==> config.mk <==
export PLATFORM = sky130hd
export DESIGN_NAME = hazard_scoreboard
export DESIGN_NICKNAME = d
export VERILOG_FILES = /design/src/rtl/hazard_scoreboard.sv
export SDC_FILE = /design/constraint.sdc
export NUM_CORES = 1
export LEC_CHECK = 0
export CAP_MARGIN = 20
export CORE_ASPECT_RATIO = 1.25
export CORE_UTILIZATION = 30
export DETAILED_ROUTE_END_ITERATION = 10
export PLACE_DENSITY = 0.42
export SLEW_MARGIN = 20
export SYNTH_ARGS = -nofsm -noshare
export SYNTH_HDL_FRONTEND = slang
export SYNTH_SLANG_ARGS = --single-unit
==> constraint.sdc <==
create_clock -name clk -period 11.3 [get_ports clk]
set_input_delay 2.26 -clock clk [delete_from_list [all_inputs] [get_ports clk]]
set_output_delay 2.26 -clock clk [all_outputs]
set_load 0.01 [all_outputs]
==> src/rtl/hazard_scoreboard.sv <==
// hazard_scoreboard: per-register busy/latency scoreboard driving ID hold, bypass and redirect.
// Define HAZARD_STATS_EN to add stall/redirect statistics counters and stats_clr.
module hazard_scoreboard #(
    parameter int NUM_REGS = 32,
    parameter int REG_AW   = 5,
    parameter int MAX_LAT  = 7,
    parameter int BR_EXTRA = 1,
    parameter int CNT_W    = 4
) (
    input  logic              clk,
    input  logic              rst,
    input  logic [REG_AW-1:0] rs_ID,
    input  logic [REG_AW-1:0] rt_ID,
    input  logic              use_rs_ID,
    input  logic              use_rt_ID,
    input  logic              branch_ID,
    input  logic              issue_valid,
    input  logic              issue_we,
    input  logic [REG_AW-1:0] issue_dest,
    input  logic [2:0]        issue_lat,
    input  logic              wb_valid,
    input  logic [REG_AW-1:0] wb_dest,
    input  logic              branch_taken,
    input  logic [1:0]        jump,
`ifdef HAZARD_STATS_EN
    input  logic              stats_clr,
    output logic [31:0]       stall_cycles,
    output logic [31:0]       branch_stall_cycles,
    output logic [31:0]       redirect_count,
`endif
    output logic              hold,
    output logic              redirect,
    output logic              bypass_rs,
    output logic              bypass_rt
);

    logic [NUM_REGS-1:0] r_busy;
    logic [CNT_W-1:0]    r_cnt [NUM_REGS];

    logic             w_need_rs;
    logic             w_need_rt;
    logic             w_wb_rs;
    logic             w_wb_rt;
    logic             w_rdy_rs;
    logic             w_rdy_rt;
    logic             w_hold;
    logic             w_redirect;
    logic             w_fire;
    logic [CNT_W-1:0] w_arm;

    function automatic logic f_ready(input logic busy, input logic [CNT_W-1:0] cnt,
                                     input logic br);
        if (!busy)
            return 1'b1;
        if (br)
            return cnt == '0;
        return cnt <= CNT_W'(BR_EXTRA);
    endfunction

    assign w_need_rs = use_rs_ID && (rs_ID != '0);
    assign w_need_rt = use_rt_ID && (rt_ID != '0);

    // A same-cycle RF write to a source behaves as write-through.
    assign w_wb_rs = w_need_rs && wb_valid && (wb_dest == rs_ID);
    assign w_wb_rt = w_need_rt && wb_valid && (wb_dest == rt_ID);

    assign w_rdy_rs = w_wb_rs || f_ready(r_busy[rs_ID], r_cnt[rs_ID], branch_ID);
    assign w_rdy_rt = w_wb_rt || f_ready(r_busy[rt_ID], r_cnt[rt_ID], branch_ID);

    assign w_hold     = (w_need_rs && !w_rdy_rs) || (w_need_rt && !w_rdy_rt);
    assign w_redirect = (branch_ID && branch_taken && !w_hold) || (jump != 2'b00);

    assign hold      = w_hold;
    assign redirect  = w_redirect;
    assign bypass_rs = w_need_rs && !w_hold && (w_wb_rs || r_busy[rs_ID]);
    assign bypass_rt = w_need_rt && !w_hold && (w_wb_rt || r_busy[rt_ID]);

    assign w_fire = issue_valid && !w_hold && issue_we && (issue_dest != '0);

    // Loaded value is what the dependant in ID sees on the first cycle after issue.
    assign w_arm = CNT_W'(issue_lat) + CNT_W'(BR_EXTRA - 1);

    always_ff @(posedge clk) begin
        for (int i = 0; i < NUM_REGS; i++) begin
            if (!rst || i == 0) begin
                r_busy[i] <= 1'b0;
                r_cnt[i]  <= '0;
            end else if (w_fire && issue_dest == REG_AW'(i)) begin
                r_busy[i] <= 1'b1;
                r_cnt[i]  <= w_arm;
            end else if (wb_valid && wb_dest == REG_AW'(i)) begin
                r_busy[i] <= 1'b0;
                r_cnt[i]  <= '0;
            end else if (r_cnt[i] != '0) begin
                r_cnt[i]  <= r_cnt[i] - 1'b1;
            end
        end
    end

`ifdef HAZARD_STATS_EN
    logic [31:0] r_stall;
    logic [31:0] r_br_stall;
    logic [31:0] r_redir;

    always_ff @(posedge clk) begin
        if (!rst || stats_clr) begin
            r_stall    <= '0;
            r_br_stall <= '0;
            r_redir    <= '0;
        end else begin
            if (w_hold)
                r_stall <= r_stall + 32'd1;
            if (w_hold && branch_ID)
                r_br_stall <= r_br_stall + 32'd1;
            if (w_redirect)
                r_redir <= r_redir + 32'd1;
        end
    end

    assign stall_cycles        = r_stall;
    assign branch_stall_cycles = r_br_stall;
    assign redirect_count      = r_redir;
`endif

    a_lat_legal: assert property (@(posedge clk) disable iff (!rst)
        (issue_valid && issue_we && !w_hold) |->
            (issue_lat != 3'd0 && 32'(issue_lat) <= MAX_LAT));

endmodule
==> results.yml <==
worst_setup_path:
  worstSetupPathType: "primary input to output pin"
  crit_chain: "clkdlybuf4s50_1, inv_2, mux4_2, a221oi_1, o211ai_1, o22a_1, inv_2, nor2_1, clkdlybuf4s50_1"
  path_buf_inv: 4
  crit_family: "buffers and inverters"
  path_max_fanout: 29
  crit_slowest_cell: "clkdlybuf4s50_1"
  critPathMaxStageDelay_ns: 0.92
  required_ns: 9.04
  critPathArrivalTime_ns: 6.19
  start_kind: "primary input"
  cp-end-kind: "output pin"
drt:
  avgViaCountPerCell: 5.34
  first_pass_iters: 5
  ant_nets: 0
  drtIter0Drc: 632
  post_drt_wl_per_cell_um: 21.7
  drc: 0
  wirelength_mm: 35.6
  num_vias: 8780
synthesis:
  synthTopCellsByCount: "nor2_1, edfxtp_1, nand2_1"
  synth_top_area_cell: "edfxtp_1"
  async_flop_share_pct: 0
  synth_top_area_share_pct: 33.5
  yosysMostFrequentCell: "nor2_1"
  syn_avg_cell_area_um2: 9.77
  ys_seq_elements: 155
  syn-instance-count: 1137
  synth_area_leaders: "edfxtp_1, mux2_2, mux4_2"
  ys.flop_type: "edfxtp_1"
  synth_area_um2: 11100
  synth-edff-count: 124
  synth_cell_types: 66
  syn_nets: 1202
  yosysWarnings: 0
  synth-seq-area-share_pct: 39.1
clock_network:
  htreeDepth: 4
  cts_buffers: 17
  ctsResizeCount: 0
  tritoncts: "built"
  path_clk_slew_ns: 0.06
  cts_setup_buffers: 0
  clock_latency_ns: 0.46
  holdBufCountCts: 0
  clock_tree.root_cell: "clkbuf_16"
  clockBufferDepth: 2
  cts_num_sinks: 155
power:
  powerDensity_nw_per_um2: 233
  p_leak_uw: 0.00455
  ir_drop_v: 0.000101
timing:
  fin_crit_sh_pct: 74.8
  finClkSkew_ns: 0.0114
  worst_pin_slew_ns: 0.983
  rsz0062_at_grt: "false"
  fmaxAchievable_mhz: 118
  finalCriticalPeriod_ns: 8.45
  maxSlewViolCount: 0
  hold_ws_ns: 0.486
  setup_viol: 0
  hold_viol: 0
  tns_ns: 0
  max_slew_margin_pct: 34.2
grt:
  grt_usage_pct: 19.7
  grt_pass1_vias: 9055
  grt_max_degree: 41
  grt-ovfl-total: 0
  antenna_found_initial: 1
  grt_pass1_wl_mm: 55.6
floorplanning:
  chipHeight_um: 217
  die_w_um: 174
  io_pins: 38
  dieArea_um2: 37800
  core_um2: 36400
  start_util_pct: 30.5
  rows: 78
final_layout:
  drive_gt1_share_pct: 16.5
  antenna_cells: 0
  area_delta_synth_final_pct: 12.5
  nNetsFinal: 1215
hold_path:
  hp-class: "flop to flop"
flow_run:
  drv_cap: 0
outcome:
  status: "finished, final reports clean"
placement:
  gp_congestion: 0.862
  place_hpwl_mm: 26.4
  portBuffers: 37
## per-layer routing
layer | track usage, % | vias to the layer above | wire [um]
li1 | - | 4199 | -
met1 | 24.5 | 4300 | 15400
met2 | 33.5 | 215 | 17500
met3 | 3.49 | 64 | 1490
met4 | 8.19 | 2 | 1210
met5 | 0 | - | 13
## layout by cell type, fill, tap and decap left out, drive strengths merged, types with 7 or more instances in the layout
| master | n |
|---|---|
| nor2 | 158 |
| or3 | 10 |
| inv | 74 |
| or3b | 10 |
| mux2 | 93 |
| nand2b | 16 |
| a32o | 11 |
| a21oi | 35 |
| clkinv | 10 |
| clkdlybuf4s50 | 35 |
| nor3b | 9 |
| edfxtp | 124 |
| o21ai | 17 |
| mux4 | 28 |
| and2 | 8 |
| nor4 | 13 |
| xnor2 | 70 |
| nand2 | 96 |
| clkbuf | 18 |
| nor3 | 85 |
| a211oi | 21 |
| nand3 | 24 |
| nand4 | 17 |
| mux2i | 22 |
| dfxtp | 31 |
| buf | 15 |
| ha | 31 |
| a22o | 7 |
## worst paths after layout
| check | startpoint | end | slack (ns) | depth (start not counted) |
|---|---|---|---|---|
| min | r_busy[30] | r_busy[30] | 0.49 | 2 |
| min reg2reg | r_busy[30] | r_busy[30] | 0.49 | 2 |
| max reg2reg | r_cnt[8][2] | r_cnt[15][2] | 7.55 | 9 |
| max | rt_ID[0] | bypass_rt | 2.85 | 9 |
## worst reg2reg max path, delay by kind of cell, from the launching register on
family | cells | cell delay [ns]
DFF | 1 | 0.45
buffers and inverters | 1 | 0.30
AOI/OAI and AO/OA | 2 | 0.34
muxes | 3 | 0.83
and+or+nand+nor | 3 | 1.58
## where the power goes
part / switching, uW / total (uW) / internal (uW)
combinational: 606 / 1170 / 567
clock: 258 / 606 / 348
sequential: 228 / 1140 / 911
total: 1090 / 2920 / 1830
## flip-flops by register name, summed over array words and instances, names as in the netlist
signal	cells
r_busy	31
r_cnt	124
## cells by family after synthesis
logic type	after synthesis	synth area share, %
AO/OA/AOI/OAI	137	8.73
XOR/XNOR	72	5.68
adder cells (fa/ha/maj)	31	3.49
buffers and inverters	131	4.94
flip-flops	155	39.1
multiplexers	143	17.2
AND/OR/NAND/NOR	468	20.9
## metrics by stage
stage	power [uW]	instances	instance area, um^2	worst slack (ns)	util (%)
after floorplan	2000	1137	11100	4.39	-
after CTS	2950	1643	12500	2.85	34.3
after global routing	3140	1643	12500	2.56	34.3
final	2920	1643	12500	2.85	34.3
after detailed placement	2330	1611	11900	2.86	32.7
after global placement	2330	1611	11900	2.93	32.7
## cell type report
| class | instances | area [um^2] |
|---|---|---|
| clock inverter | 14 | 173 |
| inverter | 75 | 282 |
| tap | 480 | 601 |
| sequential | 155 | 4340 |
| timing repair buffer | 50 | 458 |
| clock buffer | 18 | 429 |
| multi-input combinational | 851 | 6220 |
| fill | 3631 | 23900 |
No activity file was read; power rests on OpenSTA's default activity.
